File: config.mk
export PLATFORM = sky130hd
export DESIGN_NAME = decode_stage
export DESIGN_NICKNAME = d
export VERILOG_FILES = /design/src/rtl/decode_stage.sv
export SDC_FILE = /design/constraint.sdc
export NUM_CORES = 1
export LEC_CHECK = 0
export BUFFER_PORTS_ARGS = -buffer_cell sky130_fd_sc_hd__buf_4
export CAP_MARGIN = 25
export CORE_AREA = 2 2 143 145
export CTS_CLUSTER_SIZE = 40
export DETAILED_ROUTE_END_ITERATION = 12
export DIE_AREA = 0 0 145 147
export PLACE_DENSITY = 0.61
export SYNTH_ARGS = -nofsm -noshare
export SYNTH_HDL_FRONTEND = slang
export SYNTH_SLANG_ARGS = --single-unit
File: constraint.sdc
create_clock -name clk -period 4.02 [get_ports clk]
set_input_delay 1.005 -clock clk [delete_from_list [all_inputs] [get_ports clk]]
set_output_delay 1.005 -clock clk [all_outputs]
set_load 0.01 [all_outputs]
File: src/rtl/decode_stage.sv
// RV32I instruction-decode stage: register read with write-back bypass, immediate and
// control generation, load-use hazard detection, and the ID/EX pipeline register.
module decode_stage #(
    parameter logic [31:0] NOP_INSTR = 32'h0000_0013
) (
    input  logic        clk,
    input  logic        rst,
    input  logic        valid_d,
    input  logic [31:0] instr_d,
    input  logic [31:0] pc_d,
    output logic [4:0]  rf_a1,
    output logic [4:0]  rf_a2,
    input  logic [31:0] rf_rd1,
    input  logic [31:0] rf_rd2,
    input  logic        wb_regwrite,
    input  logic [4:0]  wb_rd,
    input  logic [31:0] wb_data,
    input  logic        stall_e,
    input  logic        flush_e,
    output logic        stall_d,
    output logic        valid_e,
    output logic        regwrite_e,
    output logic        memread_e,
    output logic        memwrite_e,
    output logic        branch_e,
    output logic        jump_e,
    output logic        illegal_e,
    output logic [31:0] pc_e,
    output logic [31:0] instr_e,
    output logic [31:0] rd1_e,
    output logic [31:0] rd2_e,
    output logic [31:0] imm_e,
    output logic [4:0]  rs1_e,
    output logic [4:0]  rs2_e,
    output logic [4:0]  rd_e
);

    typedef enum logic [2:0] {
        IMM_NONE,
        IMM_I,
        IMM_S,
        IMM_B,
        IMM_U,
        IMM_J
    } imm_fmt_e;

    typedef struct packed {
        logic        valid;
        logic        regwrite;
        logic        memread;
        logic        memwrite;
        logic        branch;
        logic        jump;
        logic        illegal;
        logic [31:0] pc;
        logic [31:0] instr;
        logic [31:0] rd1;
        logic [31:0] rd2;
        logic [31:0] imm;
        logic [4:0]  rs1;
        logic [4:0]  rs2;
        logic [4:0]  rd;
    } idex_t;

    logic [6:0]  opcode;
    logic [4:0]  rs1, rs2, rd;
    imm_fmt_e    immFmt;
    logic [31:0] imm;
    logic        decRegwrite, decMemread, decMemwrite, decBranch, decJump, decIllegal;
    logic        useRs1, useRs2;
    logic [31:0] rd1Byp, rd2Byp;
    logic        lu;
    idex_t       bubble;
    idex_t       idex_q, idex_d;

    assign opcode = instr_d[6:0];
    assign rd     = instr_d[11:7];
    assign rs1    = instr_d[19:15];
    assign rs2    = instr_d[24:20];
    assign rf_a1  = rs1;
    assign rf_a2  = rs2;

    // Unknown opcodes keep rs1 marked as used; a spurious load-use stall on an illegal
    // instruction is harmless.
    always_comb begin
        immFmt      = IMM_NONE;
        decRegwrite = 1'b0;
        decMemread  = 1'b0;
        decMemwrite = 1'b0;
        decBranch   = 1'b0;
        decJump     = 1'b0;
        decIllegal  = 1'b0;
        useRs1      = 1'b1;
        useRs2      = 1'b0;
        case (opcode)
            7'b0110011: begin
                decRegwrite = 1'b1;
                useRs2      = 1'b1;
            end
            7'b0010011: begin
                immFmt      = IMM_I;
                decRegwrite = 1'b1;
            end
            7'b0000011: begin
                immFmt      = IMM_I;
                decRegwrite = 1'b1;
                decMemread  = 1'b1;
            end
            7'b1100111: begin
                immFmt      = IMM_I;
                decRegwrite = 1'b1;
                decJump     = 1'b1;
            end
            7'b0100011: begin
                immFmt      = IMM_S;
                decMemwrite = 1'b1;
                useRs2      = 1'b1;
            end
            7'b1100011: begin
                immFmt      = IMM_B;
                decBranch   = 1'b1;
                useRs2      = 1'b1;
            end
            7'b0110111, 7'b0010111: begin
                immFmt      = IMM_U;
                decRegwrite = 1'b1;
                useRs1      = 1'b0;
            end
            7'b1101111: begin
                immFmt      = IMM_J;
                decRegwrite = 1'b1;
                decJump     = 1'b1;
                useRs1      = 1'b0;
            end
            default: decIllegal = 1'b1;
        endcase
    end

    always_comb begin
        imm = 32'h0;
        case (immFmt)
            IMM_I:   imm = {{20{instr_d[31]}}, instr_d[31:20]};
            IMM_S:   imm = {{20{instr_d[31]}}, instr_d[31:25], instr_d[11:7]};
            IMM_B:   imm = {{19{instr_d[31]}}, instr_d[31], instr_d[7], instr_d[30:25],
                            instr_d[11:8], 1'b0};
            IMM_U:   imm = {instr_d[31:12], 12'h000};
            IMM_J:   imm = {{11{instr_d[31]}}, instr_d[31], instr_d[19:12], instr_d[20],
                            instr_d[30:21], 1'b0};
            default: imm = 32'h0;
        endcase
    end

    // The register file writes at the same edge ID/EX captures, so a same-cycle
    // write-back must be forwarded here.
    assign rd1Byp = (wb_regwrite && (wb_rd != 5'd0) && (wb_rd == rs1)) ? wb_data : rf_rd1;
    assign rd2Byp = (wb_regwrite && (wb_rd != 5'd0) && (wb_rd == rs2)) ? wb_data : rf_rd2;

    assign lu = idex_q.valid && idex_q.memread && (idex_q.rd != 5'd0) && valid_d &&
                ((useRs1 && (idex_q.rd == rs1)) || (useRs2 && (idex_q.rd == rs2)));

    assign stall_d = lu | stall_e;

    always_comb begin
        bubble       = '0;
        bubble.instr = NOP_INSTR;
    end

    // Flush beats stall; a load-use or empty IF/ID inserts a bubble.
    always_comb begin
        idex_d = idex_q;
        if (flush_e) begin
            idex_d = bubble;
        end else if (stall_e) begin
            idex_d = idex_q;
        end else if (lu || !valid_d) begin
            idex_d = bubble;
        end else begin
            idex_d.valid    = 1'b1;
            idex_d.regwrite = decRegwrite && (rd != 5'd0);
            idex_d.memread  = decMemread;
            idex_d.memwrite = decMemwrite;
            idex_d.branch   = decBranch;
            idex_d.jump     = decJump;
            idex_d.illegal  = decIllegal;
            idex_d.pc       = pc_d;
            idex_d.instr    = instr_d;
            idex_d.rd1      = rd1Byp;
            idex_d.rd2      = rd2Byp;
            idex_d.imm      = imm;
            idex_d.rs1      = useRs1 ? rs1 : 5'd0;
            idex_d.rs2      = useRs2 ? rs2 : 5'd0;
            idex_d.rd       = rd;
        end
    end

    always_ff @(posedge clk) begin
        if (rst) begin
            idex_q <= bubble;
        end else begin
            idex_q <= idex_d;
        end
    end

    assign valid_e    = idex_q.valid;
    assign regwrite_e = idex_q.regwrite;
    assign memread_e  = idex_q.memread;
    assign memwrite_e = idex_q.memwrite;
    assign branch_e   = idex_q.branch;
    assign jump_e     = idex_q.jump;
    assign illegal_e  = idex_q.illegal;
    assign pc_e       = idex_q.pc;
    assign instr_e    = idex_q.instr;
    assign rd1_e      = idex_q.rd1;
    assign rd2_e      = idex_q.rd2;
    assign imm_e      = idex_q.imm;
    assign rs1_e      = idex_q.rs1;
    assign rs2_e      = idex_q.rs2;
    assign rd_e       = idex_q.rd;

endmodule

# Word-level counts from Yosys, hierarchy flattened
# Index checks and enable logic that the tools add are counted.
classes:
  addsub: 0
  mul: 0
  n_div: 0
  order_cmp: 0
  n_eq_ne: 18
  shift: 0
  muxes: 15
  bitwise_logic: 1
  reduce_logical: 24
ops:
  columns: ["operator", "count"]
  rows:
  - ["$mux W182", 1]
  - ["$pmux W32 S5", 1]
  - ["$mux W32", 2]
  - ["$eq A7 B6 Y1 const B", 3]
  - ["$eq A7 B7 Y1 const B", 3]
  - ["$eq A5 B5 Y1", 4]
  - ["$pmux W3 S5", 1]
  - ["$reduce_bool A5 Y1", 3]
  - ["$eq A7 B5 Y1 const B", 2]
  - ["$logic_and A1 B1 Y1", 10]
  - ["$mux W5", 2]
  - ["$reduce_or A3 Y1", 3]
  - ["$reduce_or A9 Y1", 1]
  - ["$mux W1", 8]
  - ["$eq A7 B2 Y1 const B", 1]
  - ["$reduce_or A7 Y1", 1]
  - ["$eq A3 B2 Y1 const B", 2]
  - ["$eq A3 B3 Y1 const B", 2]
  - ["$reduce_or A2 Y1", 3]
  - ["$eq A3 B1 Y1 const B", 1]
  - ["$logic_or A1 B1 Y1", 2]
  - ["$logic_not A1 Y1", 1]
  - ["$or A1 B1 Y1", 1]
totals:
  ff_bits: 182
  latch_bits: 0
  ramBits: 0
  rom_bits: 0
  inputBits: 171
  out_inout_bits: 193
  wordCells: 73
  memories: 0

# Depth between registers and ports, before layout
# Gate-level depths: netlist (run 1).
logic_depth:
  ltp_word: 8
  mapped_depth: 9
  mapped_depth_nobuf: 6

# Worst setup path after synthesis (run 1)
# Ideal clock, no wire load.
synth_timing:
  path_type: "in2out"
  from: "input instr_d[6]"
  to: "output stall_d"
  arrival_time_ps: 2152
  required_time_ps: 3015
  path_slack_ps: 863
  stages: 6
  path_buffers: 2
  path_cell_list: "buf_2 and4b_4 nor2b_4 a21o_1 buf_2 o21ai_0"
synth_between:
  elab_chain_cells: 7
  word_cells_on_any_way: 15
  cone_classes: "eq/ne (6); mux (2); bitwise (1); reduce/logical (6)"
synth_rtl:
  columns: ["item", "line_no", "source"]
  rows:
  - ["from (decl)", "9", "input logic [31:0] instr_d,"]
  - ["$eq A7 B7 Y1, or another cell as far along", "95", "case (opcode)"]
  - ["$reduce_or A3 Y1 (no source line)", null, null]
  - ["$mux W1", "95", null]
  - ["$logic_and A1 B1 Y1", "159", "((useRs1 && (idex_q.rd == rs1)) || (useRs2 && (idex_q.rd == rs2)));"]
  - ["$logic_or A1 B1 Y1 *", "159", null]
  - ["$logic_and A1 B1 Y1 *", "158", "assign lu = idex_q.valid && idex_q.memread && (idex_q.rd != 5'd0) && valid_d &&"]
  - ["$or A1 B1 Y1 *", "161", "assign stall_d = lu | stall_e;"]
  - ["to (decl)", "20", "output logic stall_d,"]
# Mark *: on every way between the ends. The rest lies on a longest branch, timed or not.

# Worst setup path in the final report (run 1)
layout_timing:
  from: "input instr_d[2]"
  to: "output stall_d"
# The elaborated chain is that of the path after synthesis.

==> parameters.txt, run 1 <==
Parameter                              Value

GRT
  Via count of the first global-routing pass    5931
  Total GRT Usage    0.2152
  Initial antenna violation count    0
  Total gr overflow    0
  Maximum number of pins on one net before global-route repair    81
  Global-route wire length before repair    35540 µm

Cells and area
  Layout cells sized above 1    0.4078
  Most frequent cells in the layout    372 x buf_4, 177 x dfxtp_1, 104 x nand2_1
  Total number of nets in the final design    1183
  Commonest non-fill, non-tap cell in the layout    buf_4
  Number of antenna cells inserted    0
  Area growth, synth to finish    48.76%

Timing
  Part of the cycle the worst path needs    0.8078
  Fmax    307.9 MHz
  Final worst clock skew    0.01125 ns
  Transition time of the tightest slew-check pin    0.6400 ns
  Tightest slew margin relative to the limit    0.5733
  Final setup fails    0
  Number of failing hold endpoints at the final stage    0
  Number of slew-limit violations in the final report    0
  RSZ-0062 raised after global routing    no
  Period minus WS final    3.247 ns
  Setup Total Neg Slack    0 ns

Synthesis
  Number of enable flip-flop cells after synthesis    0
  Register bit total from synthesis    177
  Syn nets    856
  Avg Synthesized Cell Area    10.04 µm²
  Dominant register cell in the synthesized netlist    dfxtp_1
  Syn Std Cell Area    6879 µm²
  Share of async-settable or async-resettable flops after synthesis    0
  Post-synth top area cell    dfxtp_1
  Number of instances in the synthesized netlist    685
  Synth unique cells    43
  Portion of synthesized cell area occupied by the leading cell type    0.5151
  Sequential share of the synthesized area    0.5151
  Number of warnings printed during yosys synthesis    0
  Biggest area contributors in the synthesized netlist    dfxtp_1 52%, a22o_1 9.8%, mux2i_1 9.3%, nand2_1 5.7%, o21ai_1 4.2%

Job
  Maxcap violations    0

Worst setup path
  Data arrival at the endpoint of the critical path    2.24 ns
  Reg2Reg Depth    6
  Kind of end point of the critical path    output port
  Sort of element at the start of the critical path    input port
  Critical path data required time    3.01 ns
  Top fanout value on the critical path    5
  Worst setup path class    in2out

Floorplanning
  Number of placement rows    52
  Area of the core    19840 µm²
  DIE WIDTH    145 µm
  Area enclosed by the die boundary    21320 µm²
  Vertical die dimension    147 µm
  Count of pins on the block boundary    364
  Starting density of the core    0.3467

Pwr
  Fraction of power consumed by the clock network    0.428
  Switching component of the power    0.9665 mW
  IR drop worst, VDD    0.0002901 V
  Flop pwr share    0.474
  Overall power of the completed layout    3.793 mW
  Switching part of the total power    0.2548
  Internal power    2.826 mW
  Power share of the combinational group    0.098
  Cell Pwr Density    370.6 nW/µm²
  Leak    4.424 nW

Outcome
  Status    finished, final reports clean

Routing
  Total wire length after detailed routing    23630 µm
  Count of antenna-violating nets left after detailed routing    0
  DRT iter0 DRCs    228
  Post-detailed-route DRC marker count    0
  Total number of vias    6281
  Pre-Repair DR Iteration Count    5
  Via density per instance    4.850
  Post-detailed-route wirelength per cell    18.24 µm

Clock tree
  Total clock sinks    177
  Clock tree from TritonCTS    yes
  Maximum root-to-sink buffer count    2
  Clock insertion delay at the later pin of the skew report    0.44 ns
  Hold buffer count at cts    0
  Number of CTS-inserted buffers    17
  Clock slew at reported path FFs    0.07 ns
  Clock root buffer master    clkbuf_16
  Post-CTS setup buffers    0
  Deepest level of the CTS H-tree    4
  Count of instances resized after the clock tree is built    0

Min path
  Worst min-delay path class    reg2reg
  Cell depth of the worst min-delay path    2

Place
  Global placer's final weighted congestion    0.8018
  Dpl hpwl    17390 µm
  Count of input and output buffers    363
==> registers in the layout, indices dropped and copies added (netlist names) <==
signal and cells:
branch_e 1, illegal_e 1, imm_e 32, instr_e 32, jump_e 1, memread_e 1, memwrite_e 1, pc_e 32
rd1_e 32, rd2_e 32, regwrite_e 1, rs1_e 5, rs2_e 5, valid_e 1
==> synthesized netlist by cell type (all sizes together), types with 5 or more instances <==
library cell / instances
a21oi: 22
a22o: 77
a22oi: 6
buf: 37
clkbuf: 30
dfxtp: 177
mux2i: 64
nand2: 104
nand3: 5
nor2: 7
o21ai: 98
xnor2: 8
xor2: 12
==> layer usage <==
metal,track usage,share of wire
met4,0.07624,0.022
met3,0.05683,0.047
met1,0.2786,0.44
met2,0.3486,0.49
met5,0,0
==> power by group through the flow <==
stage          combinational, mW  clock [mW]  sequential, mW
6_report                   0.372        1.62            1.80
5_1_grt                    0.401        1.75            1.80
4_1_cts                    0.375        1.66            1.80
3_5_place_dp               0.374           0            1.84
3_3_place_gp               0.370           0            1.84
2_1_floorplan              0.135           0            1.85
==> critical path, cell delays in order <==
cell and delay (ns):
buf_4 0.13, and4bb_1 0.36, and3_1 0.31, a41oi_1 0.14, o21ai_0 0.12, buf_4 0.17
==> layout make-up <==
class                      count  area (µm²)
clock inverter                14       140.1
tap                          270       337.8
fill                        1895        9610
inverter                       2       7.507
timing repair buffer         375        2848
sequential                   177        3543
clock buffer                  18       439.2
multi-input combinational    439        2918
==> through the flow <==
| step | worst slack (ns) | cell area [µm²] | cells | hold WS [ns] | util |
|---|---|---|---|---|---|
| 6_report | 0.7727 | 10230 | 1295 | 0.4459 | 0.5157 |
| 5_1_grt | 0.7130 | 10230 | 1295 | 0.4639 | 0.5157 |
| 4_1_cts | 0.7918 | 10230 | 1295 | 0.4495 | 0.5157 |
| 3_5_place_dp | 0.7966 | 9654 | 1263 | 0.4395 | 0.4865 |
| 3_3_place_gp | 0.8490 | 9639 | 1262 | 0.4360 | 0.4858 |
| 2_1_floorplan | 0.8631 | 6879 | 685 | 0.4702 | - |
==> cell families (layout without fill, tap and decap cells) <==
family | after synthesis | count (layout) | synth area share
AO/OA/AOI/OAI | 218 | 218 | 0.2126
XOR/XNOR | 20 | 20 | 0.02546
buffers and inverters | 69 | 409 | 0.06220
flip-flops | 177 | 177 | 0.5151
multiplexers | 64 | 64 | 0.09312
AND/OR/NAND/NOR | 137 | 137 | 0.09149
==> path summary, 6_finish.rpt <==
path | slack, ns | to | start
setup reg to reg | 1.75 | branch_e | instr_e[8]
setup / recovery | 0.77 | stall_d | instr_d[2]
hold / removal | 0.45 | rd2_e[17] | rd2_e[17]
hold reg to reg | 0.45 | rd2_e[17] | rd2_e[17]
Note: power is estimated with default switching activity, not from simulation.
==> run 2, diff against run 1 <==
clock period = 3 ns   (was 4.02 ns; I/O delays follow)
==> run 2 against run 1 <==
Effect of this change: register-to-register slack got worse by 1.1 ns; largest cell class unchanged; critical path depth down 1; count of clock-buffer cells in the layout grew 2; worst hold slack got worse by 0.0010 ns; clock skew increased by 0.0099 ns.
==> parameters.txt, run 2 (synthesis results as in run 1) <==
Parameter                              Value

Timing
  Tightest slew margin relative to the limit    0.5800 (was 0.5733)
  Final setup fails    0 (unchanged)
  RSZ-0062 raised after global routing    no (unchanged)
  Transition time of the tightest slew-check pin    0.6300 ns (was 0.6400 ns)
  Final worst clock skew    0.02119 ns (was 0.01125 ns)
  Part of the cycle the worst path needs    0.8972
  Period minus WS final    2.692 ns
  Fmax    371.5 MHz
  Final setup slack of the worst path    0.3083 ns (was 0.7727 ns)
  Setup Total Neg Slack    0 ns (unchanged)
  Number of failing hold endpoints at the final stage    0 (unchanged)
  Number of slew-limit violations in the final report    0 (unchanged)

Cells and area
  Non-filler instance count after layout    1299 (was 1295)
  Total number of nets in the final design    1187 (was 1183)
  Most frequent cells in the layout    374 x buf_4, 177 x dfxtp_1, 104 x nand2_1 (was 372 x buf_4, 177 x dfxtp_1, 104 x nand2_1)
  Number of antenna cells inserted    0 (unchanged)
  Fill count    1881 (was 1895)
  Area growth, synth to finish    49.51% (was 48.76%)
  Commonest non-fill, non-tap cell in the layout    buf_4 (unchanged)
  Layout cells sized above 1    0.4091 (was 0.4078)

GRT
  Via count of the first global-routing pass    6251 (was 5931)
  Maximum number of pins on one net before global-route repair    72 (was 81)
  Global-route wire length before repair    36640 µm (was 35540 µm)
  Initial antenna violation count    0 (unchanged)
  Total GRT Usage    0.2193 (was 0.2152)
  Total gr overflow    0 (unchanged)

Outcome
  Status    finished, final reports clean (unchanged)

Place
  Dpl hpwl    17780 µm (was 17390 µm)
  Placed Cells incl. Taps    1267 (was 1263)
  Global placer's final weighted congestion    0.7976 (was 0.8018)
  Worst setup slack before clock tree synthesis    0.2230 ns (was 0.7966 ns)
  Count of input and output buffers    363 (unchanged)

Routing
  DRT iter0 DRCs    288 (was 228)
  Via density per instance    4.858 (was 4.850)
  Post-detailed-route wirelength per cell    18.40 µm (was 18.24 µm)
  Total number of vias    6310 (was 6281)
  Pre-Repair DR Iteration Count    4 (was 5)
  Post-detailed-route DRC marker count    0 (unchanged)
  Count of antenna-violating nets left after detailed routing    0 (unchanged)
  Total wire length after detailed routing    23900 µm (was 23630 µm)

Clock tree
  Deepest level of the CTS H-tree    4 (unchanged)
  Total clock sinks    177 (unchanged)
  Number of CTS-inserted buffers    17 (unchanged)
  Clock slew at reported path FFs    0.07 ns (about the same)
  Maximum root-to-sink buffer count    2 (unchanged)
  Hold buffer count at cts    0 (unchanged)
  Count of instances resized after the clock tree is built    0 (unchanged)
  Post-CTS setup buffers    0 (unchanged)
  Clock tree from TritonCTS    yes (unchanged)
  Clock root buffer master    clkbuf_16 (unchanged)
  Clock insertion delay at the later pin of the skew report    0.43 ns (was 0.44 ns)

Floorplanning
  Number of placement rows    52 (unchanged)
  Area enclosed by the die boundary    21320 µm² (unchanged)
  Area of the core    19840 µm² (unchanged)
  Count of pins on the block boundary    364 (unchanged)
  DIE WIDTH    145 µm (unchanged)
  Vertical die dimension    147 µm (unchanged)
  Starting density of the core    0.3467 (unchanged)

Worst setup path
  Top fanout value on the critical path    6 (was 5)
  Critical path data required time    2.25 ns (was 3.01 ns)
  Worst setup path class    reg2out (was in2out)
  Data arrival at the endpoint of the critical path    1.94 ns (was 2.24 ns)
  Kind of end point of the critical path    output port (unchanged)
  Sort of element at the start of the critical path    register (was input port)

Pwr
  Overall power of the completed layout    5.076 mW (was 3.793 mW)
  IR drop worst, VDD    0.0003687 V (was 0.0002901 V)
  Leak    4.453 nW (was 4.424 nW)
  Cell Pwr Density    493.5 nW/µm² (was 370.6 nW/µm²)

Job
  Maxcap violations    0 (unchanged)

Min path
  Worst min-delay path class    reg2reg (unchanged)
## run 2: cell types whose count changed in the layout (fill, tap and decap cells not counted)
cell | before | now
clkinv_8 | 2 | 1
clkbuf_8 | 1 | 2
buf_4 | 372 | 374
clkinvlp_4 | 1 | 0
inv_8 | 3 | 2
buf_8 | 1 | 0
clkinv_4 | 1 | 2
clkbuf_1 | 0 | 1
buf_12 | 2 | 5
## run 2: routing by layer
metal	GRT usage	up-vias	wire length (µm)
met1	0.2737	2998	10140
met4	0.07970	0	593
met5	0	-	0
met2	0.3750	192	11970
met3	0.04689	30	1196
li1	-	3090	-
## run 2: layout make-up
| class | count | area, µm² | area share |
|---|---|---|---|
| Clock buffer | 20 | 456.7 | 0.04440 |
| Timing Repair Buffer | 379 | 2908 | 0.2827 |
| Inverter | 2 | 7.507 | 0.0007299 |
| Sequential cell | 177 | 3543 | 0.3445 |
| Clock inverter | 12 | 113.9 | 0.01107 |
| Multi-Input combinational cell | 439 | 2918 | 0.2837 |
| Tap cell | 270 | 337.8 | 0.03285 |
## run 2: power by group
part           internal (mW)  switching [mW]
Sequential              2.39          0.0231
Clock                   1.14            1.02
Combinational          0.276           0.228
## run 2: worst paths after layout
kind                            cells after the start        from        end  slack [ns]
worst max-delay path                                5  instr_e[8]    stall_d        0.31
worst max register to register                      7  instr_e[8]   imm_e[2]        0.68
worst min register to register                      2   imm_e[21]  imm_e[21]        0.44
worst min-delay path                                2   imm_e[21]  imm_e[21]        0.44
## run 2: worst max-delay path, stage by stage (launching register included)
cell and delay, ns:
dfxtp_1 0.59, nor4_1 0.14, a21oi_1 0.19, nand4_1 0.22, o21ai_0 0.20, buf_4 0.16
## run 2: metrics by stage
stage / cell area (µm²) / hold WS [ns] / util
global route: 10280 / 0.4596 / 0.5183
detailed placement: 9714 / 0.4399 / 0.4895
finish: 10280 / 0.4449 / 0.5183
floorplan: 6879 / 0.4702 / -
global placement: 9714 / 0.4346 / 0.4895
CTS: 10280 / 0.4493 / 0.5183
